**config.mk**
```make
export PLATFORM = sky130hd
export DESIGN_NAME = vend_ctrl_multi_flat
export DESIGN_NICKNAME = d
export VERILOG_FILES = /design/src/rtl/vend_ctrl_multi_pkg.sv /design/src/rtl/vend_ctrl_multi_if.sv /design/src/rtl/vend_ctrl_multi_change_dispenser.sv /design/src/rtl/vend_ctrl_multi.sv /design/src/flat_wrapper.sv
export SDC_FILE = /design/constraint.sdc
export NUM_CORES = 2
export LEC_CHECK = 0
export ABC_CLOCK_PERIOD_IN_PS = 9200
export BUFFER_PORTS_ARGS = -buffer_cell sky130_fd_sc_hd__buf_4
export CAP_MARGIN = 30
export CORE_MARGIN = 2
export CORE_UTILIZATION = 50
export DETAILED_ROUTE_END_ITERATION = 7
export GPL_TIMING_DRIVEN = 0
export PLACE_DENSITY_LB_ADDON = 0.25
export SLEW_MARGIN = 5
export SYNTH_ARGS = -nofsm -noshare
export SYNTH_HDL_FRONTEND = slang
export SYNTH_SLANG_ARGS = --single-unit
```
**constraint.sdc**
```tcl
create_clock -name clk -period 9.2 [get_ports clk]
set_clock_uncertainty 0.05 [all_clocks]
set_input_delay 0.46 -clock clk [delete_from_list [all_inputs] [get_ports clk]]
set_output_delay 0.46 -clock clk [all_outputs]
set_load 0.02 [all_outputs]
```
**src/rtl/vend_ctrl_multi_pkg.sv**
```systemverilog
// Shared types and constants for the vending controller.
// Holds the FSM state encoding, the accepted note denominations (largest first),
// the bit layout of a 32-bit item table entry, and the note helper functions.
package vend_pkg;

  typedef enum logic [2:0] {
    IDLE,
    LOOKUP,
    COLLECT,
    VEND,
    CHANGE,
    REFUND
  } state_t;

  localparam int unsigned NUM_DENOM = 7;
  localparam int unsigned DENOMS [NUM_DENOM] = '{100, 50, 20, 10, 5, 2, 1};

  // Table entry layout: {sold, stock, price}
  localparam int unsigned PRICE_LSB = 0;
  localparam int unsigned PRICE_MSB = 15;
  localparam int unsigned STOCK_LSB = 16;
  localparam int unsigned STOCK_MSB = 23;
  localparam int unsigned SOLD_LSB  = 24;
  localparam int unsigned SOLD_MSB  = 31;

  // True when v is one of the accepted denominations.
  function automatic logic is_denom(input int unsigned v);
    logic hit;
    hit = 1'b0;
    for (int unsigned i = 0; i < NUM_DENOM; i++) begin
      if (DENOMS[i] == v) hit = 1'b1;
    end
    return hit;
  endfunction

  // Largest denomination not exceeding rem; 0 when rem is 0.
  // Walks smallest-first so the last match is the largest one.
  function automatic int unsigned greedy_note(input int unsigned rem);
    int unsigned best;
    best = 0;
    for (int unsigned i = 0; i < NUM_DENOM; i++) begin
      if (DENOMS[NUM_DENOM-1-i] <= rem) best = DENOMS[NUM_DENOM-1-i];
    end
    return best;
  endfunction

endpackage

```
**src/rtl/vend_ctrl_multi_if.sv**
```systemverilog
// Bus bundle between the vending controller and its environment.
// Groups the table config port, note acceptor, keypad, dispenser and change
// handshakes, plus status outputs. slave = controller side, master = environment.
interface vend_ctrl_multi_if #(
  parameter int unsigned K  = 64,
  parameter int unsigned D  = $clog2(K),
  parameter int unsigned N  = 7,
  parameter int unsigned PW = 16
);
  logic          cfg_we;
  logic          cfg_re;
  logic [D-1:0]  cfg_addr;
  logic [31:0]   cfg_wdata;
  logic [31:0]   cfg_rdata;
  logic          cfg_err;
  logic          note_valid;
  logic [N-1:0]  note_val;
  logic          note_reject;
  logic          item_valid;
  logic [D-1:0]  item_code;
  logic          cancel;
  logic          vend_valid;
  logic [D-1:0]  vend_item;
  logic          vend_ready;
  logic          chg_valid;
  logic [N-1:0]  chg_note;
  logic          chg_ready;
  logic [PW-1:0] credit;
  logic          busy;
  logic          sold_out;
  logic          timeout;

  modport slave (
    input  cfg_we, cfg_re, cfg_addr, cfg_wdata, note_valid, note_val,
           item_valid, item_code, cancel, vend_ready, chg_ready,
    output cfg_rdata, cfg_err, note_reject, vend_valid, vend_item,
           chg_valid, chg_note, credit, busy, sold_out, timeout
  );

  modport master (
    output cfg_we, cfg_re, cfg_addr, cfg_wdata, note_valid, note_val,
           item_valid, item_code, cancel, vend_ready, chg_ready,
    input  cfg_rdata, cfg_err, note_reject, vend_valid, vend_item,
           chg_valid, chg_note, credit, busy, sold_out, timeout
  );
endinterface

```
**src/rtl/vend_ctrl_multi_change_dispenser.sv**
```systemverilog
// Greedy change dispenser: load captures an amount, then one note at a time is
// offered on chg_valid/chg_note until the remaining amount reaches zero.
// Ports: clk, reset (sync, active-high), load, amount, chg_ready in;
//        chg_valid, chg_note, done (remaining == 0) out.
module change_dispenser
  import vend_pkg::*;
#(
  parameter int unsigned N  = 7,
  parameter int unsigned PW = 16
) (
  input  logic          clk,
  input  logic          reset,
  input  logic          load,
  input  logic [PW-1:0] amount,
  input  logic          chg_ready,
  output logic          chg_valid,
  output logic [N-1:0]  chg_note,
  output logic          done
);

  logic [PW-1:0] rem_q, rem_d;
  logic          valid_q;
  logic [N-1:0]  note_q;

  always_comb begin
    rem_d = rem_q;
    if (load) begin
      rem_d = amount;
    end else if (valid_q && chg_ready) begin
      rem_d = rem_q - PW'(note_q);
    end
  end

  // valid/note are computed from the next remaining value so a new note is
  // presented the cycle right after a handshake, and held otherwise.
  always_ff @(posedge clk) begin
    if (reset) begin
      rem_q   <= '0;
      valid_q <= 1'b0;
      note_q  <= '0;
    end else begin
      rem_q   <= rem_d;
      valid_q <= (rem_d != '0);
      note_q  <= N'(greedy_note(32'(rem_d)));
    end
  end

  assign chg_valid = valid_q;
  assign chg_note  = note_q;
  assign done      = (rem_q == '0);

endmodule

```
**src/rtl/vend_ctrl_multi.sv**
```systemverilog
// Vending controller top: K-entry item table (price/stock/sold), note collection
// with denomination and ceiling checks, cancel/inactivity refund, and greedy
// change dispensing over a valid/ready handshake.
// Ports: clk, reset (sync, active-high); bus (vend_ctrl_multi_if.slave) carrying
//        config, note, keypad, vend/change handshakes and status outputs.
module vend_ctrl_multi
  import vend_pkg::*;
#(
  parameter int unsigned K       = 64,
  parameter int unsigned D       = $clog2(K),
  parameter int unsigned N       = 7,
  parameter int unsigned PW      = 16,
  parameter int unsigned TIMEOUT = 1000,
  parameter int unsigned MAX_ACC = 500
) (
  input  logic              clk,
  input  logic              reset,
  vend_ctrl_multi_if.slave  bus
);

  localparam int unsigned AW = PW + 1;
  localparam int unsigned TW = $clog2(TIMEOUT + 1);

  logic [31:0]   tbl_q [K];

  state_t        state_q;
  logic [PW-1:0] acc_q;
  logic [TW-1:0] timer_q;
  logic [D-1:0]  item_q;
  logic [31:0]   entry_q;
  logic [31:0]   cfg_rdata_q;
  logic          cfg_err_q;
  logic          note_reject_q;
  logic          vend_valid_q;
  logic          sold_out_q;
  logic          timeout_q;

  logic [PW-1:0] price;
  logic [AW-1:0] sum;
  logic          note_ok;
  logic          paid;
  logic          accept;
  logic          tmo_hit;
  logic          cfg_ok;
  logic          wb_en;
  logic [31:0]   wb_data;
  logic          disp_load;
  logic [PW-1:0] disp_amt;
  logic          disp_done;

  always_comb begin
    price   = PW'(entry_q[PRICE_MSB:PRICE_LSB]);
    sum     = {1'b0, acc_q} + AW'(bus.note_val);
    note_ok = bus.note_valid && is_denom(32'(bus.note_val)) && (sum <= AW'(MAX_ACC));
    paid    = (acc_q >= price);
    // COLLECT priority: cancel, then payment complete, then note, then timeout.
    accept  = (state_q == COLLECT) && !bus.cancel && !paid && note_ok;
    tmo_hit = (state_q == COLLECT) && !bus.cancel && !paid && !note_ok &&
              (timer_q == TW'(TIMEOUT - 1));
    cfg_ok  = (state_q == IDLE) && !bus.item_valid;
    wb_en   = (state_q == VEND) && bus.vend_ready;

    wb_data = entry_q;
    wb_data[STOCK_MSB:STOCK_LSB] = entry_q[STOCK_MSB:STOCK_LSB] - 8'd1;
    if (entry_q[SOLD_MSB:SOLD_LSB] != 8'hFF) begin
      wb_data[SOLD_MSB:SOLD_LSB] = entry_q[SOLD_MSB:SOLD_LSB] + 8'd1;
    end

    disp_load = wb_en || ((state_q == COLLECT) && (bus.cancel || tmo_hit));
    disp_amt  = (state_q == VEND) ? (acc_q - price) : acc_q;
  end

  // Table storage carries no reset so its contents survive a controller reset.
  always_ff @(posedge clk) begin
    if (!reset) begin
      if (bus.cfg_we && cfg_ok) begin
        tbl_q[bus.cfg_addr] <= bus.cfg_wdata;
      end else if (wb_en) begin
        tbl_q[item_q] <= wb_data;
      end
    end
  end

  always_ff @(posedge clk) begin
    if (reset) begin
      state_q       <= IDLE;
      acc_q         <= '0;
      timer_q       <= '0;
      item_q        <= '0;
      entry_q       <= '0;
      cfg_rdata_q   <= '0;
      cfg_err_q     <= 1'b0;
      note_reject_q <= 1'b0;
      vend_valid_q  <= 1'b0;
      sold_out_q    <= 1'b0;
      timeout_q     <= 1'b0;
    end else begin
      sold_out_q    <= 1'b0;
      timeout_q     <= 1'b0;
      cfg_err_q     <= bus.cfg_we && !cfg_ok;
      note_reject_q <= bus.note_valid && !accept;
      if (bus.cfg_re) cfg_rdata_q <= tbl_q[bus.cfg_addr];

      case (state_q)
        IDLE: begin
          if (bus.item_valid) begin
            item_q  <= bus.item_code;
            entry_q <= tbl_q[bus.item_code];
            state_q <= LOOKUP;
          end
        end
        LOOKUP: begin
          if (entry_q[STOCK_MSB:STOCK_LSB] == 8'd0) begin
            sold_out_q <= 1'b1;
            state_q    <= IDLE;
          end else if (price == '0) begin
            vend_valid_q <= 1'b1;
            state_q      <= VEND;
          end else begin
            timer_q <= '0;
            state_q <= COLLECT;
          end
        end
        COLLECT: begin
          if (bus.cancel) begin
            state_q <= REFUND;
          end else if (paid) begin
            vend_valid_q <= 1'b1;
            state_q      <= VEND;
          end else if (note_ok) begin
            acc_q   <= sum[PW-1:0];
            timer_q <= '0;
          end else if (tmo_hit) begin
            timeout_q <= 1'b1;
            state_q   <= REFUND;
          end else begin
            timer_q <= timer_q + 1'b1;
          end
        end
        VEND: begin
          if (bus.vend_ready) begin
            vend_valid_q <= 1'b0;
            state_q      <= CHANGE;
          end
        end
        CHANGE, REFUND: begin
          if (disp_done) begin
            acc_q   <= '0;
            state_q <= IDLE;
          end
        end
        default: state_q <= IDLE;
      endcase
    end
  end

  change_dispenser #(
    .N  (N),
    .PW (PW)
  ) u_disp (
    .clk       (clk),
    .reset     (reset),
    .load      (disp_load),
    .amount    (disp_amt),
    .chg_ready (bus.chg_ready),
    .chg_valid (bus.chg_valid),
    .chg_note  (bus.chg_note),
    .done      (disp_done)
  );

  assign bus.cfg_rdata   = cfg_rdata_q;
  assign bus.cfg_err     = cfg_err_q;
  assign bus.note_reject = note_reject_q;
  assign bus.vend_valid  = vend_valid_q;
  assign bus.vend_item   = item_q;
  assign bus.credit      = acc_q;
  assign bus.busy        = (state_q != IDLE);
  assign bus.sold_out    = sold_out_q;
  assign bus.timeout     = timeout_q;

endmodule

```
**src/flat_wrapper.sv**
```systemverilog
// flat-port wrapper written by rule: the top's interface ports become plain ports
module vend_ctrl_multi_flat import vend_pkg::*;
#(
  parameter int unsigned K       = 64,
  parameter int unsigned D       = $clog2(K),
  parameter int unsigned N       = 7,
  parameter int unsigned PW      = 16,
  parameter int unsigned TIMEOUT = 1000,
  parameter int unsigned MAX_ACC = 500
)
  (clk, reset, bus_cfg_we, bus_cfg_re, bus_cfg_addr, bus_cfg_wdata, bus_note_valid, bus_note_val, bus_item_valid, bus_item_code, bus_cancel, bus_vend_ready, bus_chg_ready, bus_cfg_rdata, bus_cfg_err, bus_note_reject, bus_vend_valid, bus_vend_item, bus_chg_valid, bus_chg_note, bus_credit, bus_busy, bus_sold_out, bus_timeout);
  vend_ctrl_multi_if #(.K(K), .D(D), .N(N), .PW(PW)) bus_i ();
  input  logic clk;
  input  logic reset;
  input wire logic [$bits(bus_i.cfg_we)-1:0] bus_cfg_we;
  input wire logic [$bits(bus_i.cfg_re)-1:0] bus_cfg_re;
  input wire logic [$bits(bus_i.cfg_addr)-1:0] bus_cfg_addr;
  input wire logic [$bits(bus_i.cfg_wdata)-1:0] bus_cfg_wdata;
  input wire logic [$bits(bus_i.note_valid)-1:0] bus_note_valid;
  input wire logic [$bits(bus_i.note_val)-1:0] bus_note_val;
  input wire logic [$bits(bus_i.item_valid)-1:0] bus_item_valid;
  input wire logic [$bits(bus_i.item_code)-1:0] bus_item_code;
  input wire logic [$bits(bus_i.cancel)-1:0] bus_cancel;
  input wire logic [$bits(bus_i.vend_ready)-1:0] bus_vend_ready;
  input wire logic [$bits(bus_i.chg_ready)-1:0] bus_chg_ready;
  output wire logic [$bits(bus_i.cfg_rdata)-1:0] bus_cfg_rdata;
  output wire logic [$bits(bus_i.cfg_err)-1:0] bus_cfg_err;
  output wire logic [$bits(bus_i.note_reject)-1:0] bus_note_reject;
  output wire logic [$bits(bus_i.vend_valid)-1:0] bus_vend_valid;
  output wire logic [$bits(bus_i.vend_item)-1:0] bus_vend_item;
  output wire logic [$bits(bus_i.chg_valid)-1:0] bus_chg_valid;
  output wire logic [$bits(bus_i.chg_note)-1:0] bus_chg_note;
  output wire logic [$bits(bus_i.credit)-1:0] bus_credit;
  output wire logic [$bits(bus_i.busy)-1:0] bus_busy;
  output wire logic [$bits(bus_i.sold_out)-1:0] bus_sold_out;
  output wire logic [$bits(bus_i.timeout)-1:0] bus_timeout;
  assign bus_i.cfg_we = bus_cfg_we;
  assign bus_i.cfg_re = bus_cfg_re;
  assign bus_i.cfg_addr = bus_cfg_addr;
  assign bus_i.cfg_wdata = bus_cfg_wdata;
  assign bus_i.note_valid = bus_note_valid;
  assign bus_i.note_val = bus_note_val;
  assign bus_i.item_valid = bus_item_valid;
  assign bus_i.item_code = bus_item_code;
  assign bus_i.cancel = bus_cancel;
  assign bus_i.vend_ready = bus_vend_ready;
  assign bus_i.chg_ready = bus_chg_ready;
  assign bus_cfg_rdata = bus_i.cfg_rdata;
  assign bus_cfg_err = bus_i.cfg_err;
  assign bus_note_reject = bus_i.note_reject;
  assign bus_vend_valid = bus_i.vend_valid;
  assign bus_vend_item = bus_i.vend_item;
  assign bus_chg_valid = bus_i.chg_valid;
  assign bus_chg_note = bus_i.chg_note;
  assign bus_credit = bus_i.credit;
  assign bus_busy = bus_i.busy;
  assign bus_sold_out = bus_i.sold_out;
  assign bus_timeout = bus_i.timeout;
  vend_ctrl_multi #(.K(K), .D(D), .N(N), .PW(PW), .TIMEOUT(TIMEOUT), .MAX_ACC(MAX_ACC)) u_core (.clk(clk), .reset(reset), .bus(bus_i));
endmodule
```
# Word-level counts from Yosys, hierarchy flattened
# Memories as Yosys holds them, arrays and structs flattened. A register that Yosys moved wholly into a read port is not among the register bits.
# Index checks and enable logic that the tools add are counted.
# op_classes
magnitude_cmp	9
bitwise	2
reduce_logical	43
n_addsub	6
eq_ne	27
n_mux	58
# ops
cell	count
2-to-1 mux 16 bit	7
2-to-1 mux 10 bit	6
2-to-1 mux 7 bit	6
logical NOT 16 bit	2
2-to-1 mux 32 bit	1
case mux 16 bit (2 select lines)	1
OR reduction 32 bit	1
2-to-1 mux 1 bit	24
2-to-1 mux 3 bit	8
case mux 10 bit (2 select lines)	1
adder 16 x 7 -> 17 bit	1
less-or-equal comparator 17 x 9 -> 1 bit (second input constant)	1
>= comparator 16 bit	1
less-or-equal comparator 1 x 16 -> 1 bit (first input constant)	1
less-or-equal comparator 2 x 16 -> 1 bit (first input constant)	1
less-or-equal comparator 3 x 16 -> 1 bit (first input constant)	1
less-or-equal comparator 4 x 16 -> 1 bit (first input constant)	1
less-or-equal comparator 5 x 16 -> 1 bit (first input constant)	1
less-or-equal comparator 6 x 16 -> 1 bit (first input constant)	1
less-or-equal comparator 7 x 16 -> 1 bit (first input constant)	1
nonzero test 16 bit	1
subtractor 16 bit	1
subtractor 16 x 7 -> 16 bit	1
case mux 3 bit (5 select lines)	1
37 further kinds	74
# word_totals
ramBits	2048
input_bits	60
memories	1
word_cells	161
out_inout_bits	68
register_bits	64
# memory_table
memory	depth	word_bits	read_ports	rd_clocked_by_memory_dff	write_ports	line	text
u_core.tbl_q	64	32	2	2	1	vend_ctrl_multi.sv:24	logic [31:0] tbl_q [K];

# Longest topological paths before layout
# logic_depth
word_depth	25
mapped_depth	15
mapped_depth_nobuf	14

# Cells and area by module
# From an unflattened synthesis, not the netlist that was laid out.
# hier_totals
hier_cells	4895
hier_area_um2	101627.5
# by_module_without_submodules
mod	cells_each	area_each_um2	n_inst
vend_ctrl_multi	4677	99812.0	1
change_dispenser	218	1815.5	1

# Worst setup path before layout
# Ideal clock, no wire load.
# synth_path
path_kind	reg2reg
start	reg u_core.state_q[1]
end	mem u_core.tbl_q[0][27] (data pin)
t_required_ps	8448
setup_ps	702
n_path_buf	6
slack_ps	4013
t_arrival_ps	4435
stages_incl_launch_ff	10
path_cell_list	dfxtp_1 clkbuf_1 and3b_1 clkbuf_1 clkbuf_1 nand3_1 clkbuf_1 clkbuf_1 clkbuf_1 o21ai_0
# synth_via
elab_chain_cells	8
# synth_lines
item	line	text
start, declared	vend_ctrl_multi.sv:26	state_t state_q;
start signal, assigned	vend_ctrl_multi.sv:86	state_q <= IDLE;
start signal, assigned	vend_ctrl_multi.sv:109	state_q <= LOOKUP;
start signal, assigned	vend_ctrl_multi.sv:115	state_q <= IDLE;
== test 3 x 2 -> 1 bit / logical NOT 3 bit (equally long branches)	vend_ctrl_multi.sv:61, vend_ctrl_multi.sv:60	
logical AND 1 bit, on equally long branches	vend_ctrl_multi.sv:61, vend_ctrl_multi.sv:60	
2-to-1 mux 1 bit / logical AND 1 bit (equally long branches)	vend_ctrl_multi.sv:78, vend_ctrl_multi.sv:76	
2-to-1 mux 1 bit (*)	vend_ctrl_multi.sv:76	if (bus.cfg_we && cfg_ok) begin
2-to-1 mux 1 bit (*)	vend_ctrl_multi.sv:75	if (!reset) begin
2-to-1 mux 1 bit (implied by the code) (*)	vend_ctrl_multi.sv:79	tbl_q[item_q] <= wb_data;
OR reduction 32 bit (no line) (*)	--	
2-to-1 mux 32 bit (no line) (*)	--	
end, declared	vend_ctrl_multi.sv:24	
# Every way passes the cells marked *; elsewhere a longest branch is shown, timed or not.

# Worst setup path in the final report
# layout_path
start	reg u_core.state_q[1]
end	mem u_core.tbl_q[42][23] (enable)
# layout_via
elab_chain_cells	8
# layout_lines
item	line
== test 3 x 2 -> 1 bit / logical NOT 3 bit (equally long branches)	vend_ctrl_multi.sv:61, vend_ctrl_multi.sv:60
logical AND 1 bit, on equally long branches	vend_ctrl_multi.sv:61, vend_ctrl_multi.sv:60
2-to-1 mux 1 bit / logical AND 1 bit (equally long branches)	vend_ctrl_multi.sv:78, vend_ctrl_multi.sv:76
2-to-1 mux 1 bit	vend_ctrl_multi.sv:76
2-to-1 mux 1 bit	vend_ctrl_multi.sv:75
2-to-1 mux 1 bit (implied by the code)	vend_ctrl_multi.sv:79
OR reduction 32 bit (no line)	--
2-to-1 mux 6 bit (no line) / 2-to-1 mux 1 bit (equally long branches)	--
# Parallel ways exist; a longest one is shown, timed or not.

==> metrics.md <==
| Metric | Value |
|---|---|
| Post-Syn Instances | `between 4000 and 5000` |
| Post-cts resize count | `0` |
| Residual DRC | `0` |
| Met2 Use GR | `0.532` |
| Met1 Use GR | `0.425` |
| Leakage Power | `about 38 nW` |
| Clock transition at path regs | `0.07 ns` |
| Post-DP HPWL | `around 260 mm` |
| Crit share post-route | `0.604` |
| Reg power frac | `0.466` |
| First-pass GRT wire length | `between 400 and 500 mm` |
| Initial Utilization | `0.503` |
| DR vias | `61368` |
| Most used routing layer in global routing | `met2` |
| Drt pass-1 iters | `8` |
| Final nets | `between 5000 and 6000` |
| Routed wire length | `roughly 350 mm` |
| Clock buffer depth | `3` |
| Crit path DAT | `slightly above 6 ns` |
| Syn Nets | `5023` |
| Die width | `around 450 um` |
| Die height | `~450 um` |
| Synth warnings | `0` |
| Nature of the critical path startpoint | `flop` |
| CP Class | `flop to flop` |
| Proportion of layout cells with a drive suffix above 1 | `0.388` |
| Worst path max stage delay | `between 1 and 1.5 ns` |
| Routed WL per cell | `approximately 42 um` |
| Post-synthesis sequential area ratio | `0.630` |
| DIE AREA | `around 210000 um^2` |
| CTS Buf Count | `217` |
| Mapped Area | `about 100000 um^2` |
| Sw frac | `0.265` |
| Total track usage | `0.344` |
| Delay-heaviest family, CP | `simple AND/OR/NAND/NOR gates` |
| Core ar. | `~200000 um^2` |
| Commonest cells in the synthesized netlist | `edfxtp_1, mux4_2, clkbuf_1` |
| Data required time of the worst path | `9.70 ns` |
| Number of global-route vias before repair | `slightly above 60000` |
| Top cell by count, worst path | `clkbuf_1` |
| Worst Tran Pin Value | `1.08 ns` |
| Fin Hold WS | `about 0.045 ns` |
| Util after Layout | `0.593` |
| Net Sw Power | `approximately 6.3 mW` |
| Setup repair after global routing missed its margin | `no` |
| Critical Path Fanout Max | `17` |
| Slowest-stage cell, CP | `nor2_4` |
| Area used by multi-input combinational logic | `roughly 37000 um^2` |
| Pre-CTS WS | `3.58 ns` |
| M3 GR Usage | `0.105` |
| WP buf/inv | `6` |
| Slew headroom | `0.257` |
| Yosys cell types | `81` |
| Clk network pwr share | `0.383` |
| EDFF count, synth | `2048` |
| F_max | `about 0.18 GHz` |
| Hold Violations, Final | `0` |
| Detailed Route Iter0 Violations | `a little under 10000` |
| Num ports | `about 130` |
| Htree depth | `4` |
| Crit. End Element | `flop` |
| Placement Cell Area | `around 110000 um^2` |
| PwrDens | `~200 nW/um^2` |
| Total grt overflow | `0` |
| CP Cell Sequence | `clkbuf_1, and3b_1, clkbuf_1, clkbuf_1, nand3_1, clkbuf_1, clkbuf_1, o21ai_0, nand2_1, nor2_4, buf_12` |
| Status | `complete, no violations` |
| Syn avg cell area | `about 21 um^2` |
| Design Area, Final | `between 100000 and 150000 um^2` |
| Antenna Violating Nets Remaining | `0` |
| Maxcap violations | `0` |
| Max VDD drop | `around 180 uV` |
| Post-DR vias/cell | `7.25` |
| Post-layout min period | `5.56 ns` |
| Final setup vio count | `0` |
| Max Slew Vio Count | `0` |
| Most common cell in the netlist | `edfxtp_1` |
| Combinational Power Share | `0.151` |
| Synth top area share | `0.605` |
| Worst hold path type | `input port to flop` |
| Int Pwr | `about 18 mW` |
| Clock Latency Late Sink | `0.88 ns` |
| TritonCTS clock tree | `done` |
| Fill count | `about 14000` |
| Gpl congestion | `roughly 0.93` |
| Largest cells by area after synthesis | `edfxtp_1, mux4_2, dfxtp_1` |
| Antenna violations before repair | `47` |
| Overall power | `23.9 mW` |
| Sink Count | `~2200` |
| #FFs+latches synth | `between 2000 and 2500` |
| Largest net degree at the start of global routing | `49` |
| Reg area | `64100 um^2` |
| Clock Root Buffer | `clkbuf_16` |
| I/O Buffers | `113` |
| Async S/R FF share, synth | `0` |
| Row cnt | `165` |
| Top_reg_cell synth | `edfxtp_1` |
| Largest area contributor in the netlist | `edfxtp_1` |
| Final setup margin | `3.64 ns` |
| Layout Area Growth over Synthesis | `17.9%` |
[path summary, 6_finish.rpt]
kind / depth (start not counted) / slack (ns) / end / startpoint
max: 11 / 3.64 / u_core.tbl_q[42][23]$_DFFE_PP_ / u_core.state_q[1]$_SDFFE_PP0P_
min: 4 / 0.04 / u_core.bus.credit[0]$_SDFFE_PP0P_ / bus_note_val[0]
max reg2reg: 11 / 3.64 / u_core.tbl_q[42][23]$_DFFE_PP_ / u_core.state_q[1]$_SDFFE_PP0P_
min reg2reg: 2 / 0.45 / u_core.bus.cfg_rdata[8]$_SDFFE_PP0P_ / u_core.bus.cfg_rdata[8]$_SDFFE_PP0P_
[placed cells by master (no fill, tap or decap), types with 30 or more instances in the layout]
cell,synthesis,final
dfxtp_1,128,128
inv_1,35,35
nand2_1,118,117
mux4_2,1312,1312
o21ai_0,56,30
clkbuf_16,0,221
a211oi_1,86,86
buf_8,0,132
mux2i_1,86,86
xnor2_1,31,31
nor2b_1,40,40
nor2_4,0,64
edfxtp_1,2048,2048
nor2_1,218,153
buf_16,0,64
a21oi_1,81,80
buf_4,0,123
clkinv_2,0,44
buf_1,118,105
buf_12,0,66
clkbuf_1,232,263
buf_6,0,50
ha_1,34,34
clkinv_1,1,42
[registers in the layout, indices dropped and copies added (netlist names), 3 cells and up]
name and flops:
u_core.u_disp.rem_q 16, u_core.entry_q 32, u_core.state_q 3, u_core.bus.vend_item 6
u_core.timer_q 10, u_core.bus.cfg_rdata 32, u_core.bus.credit 16, u_core.tbl_q 2048
u_core.u_disp.chg_note 7
[area by class of cell]
cell class | instances | area share
well taps | 2672 | 0.0279
clock inverters | 129 | 0.0119
multi-input cells | 2347 | 0.308
repair buffers | 440 | 0.0551
flip-flops and latches | 2176 | 0.535
inverters | 36 | 0.00113
plain buffers | 367 | 0.0120
clock buffers | 279 | 0.0490
diodes | 17 | 0.000355
[metal layers]
layer	vias up	routed length (um)
met5	-	297
met4	44	25900
met3	1149	45500
met2	4853	165000
met1	32426	116000
li1	22896	-
[power groups by stage]
stage               Combinational (mW)  Sequential, mW  Clock (mW)
finish                            3.62            11.1        9.16
global route                      3.77            11.1        9.56
CTS                               3.52            11.1        9.18
detailed placement                3.51            11.3           0
global placement                  3.22            11.4           0
floorplan                         2.02            11.4           0
[timing repair]
| item | in CTS | in global routing |
|---|---|---|
| setup buffers | 0 | 0 |
| hold endpoints to repair | 8 | 0 |
| hold buffers | 5 | 0 |
[worst min-delay path: stages]
cell and delay [ns]:
buf_4 0.13, ha_1 0.15, nand3_1 0.06, a21oi_1 0.13
[logic make-up (layout without fill, tap and decap cells)]
logic type	after synthesis	after routing	synth area share
flops	2176	2176	0.630
xor+xnor	42	42	0.00362
fa+ha+maj	37	37	0.00478
mux	1402	1402	0.300
buf+inv	403	1251	0.0151
other cells	0	17	0
compound gates	329	329	0.0219
simple gates	537	537	0.0249
[metrics by stage]
step | instances | TNS (ns)
after CTS | 8420 | 0
after floorplan | 4926 | 0
after global placement | 7711 | -982.72
after global routing | 8447 | 0
after detailed placement | 8007 | 0
final | 8463 | 0
(Power assumes the default switching activity.)
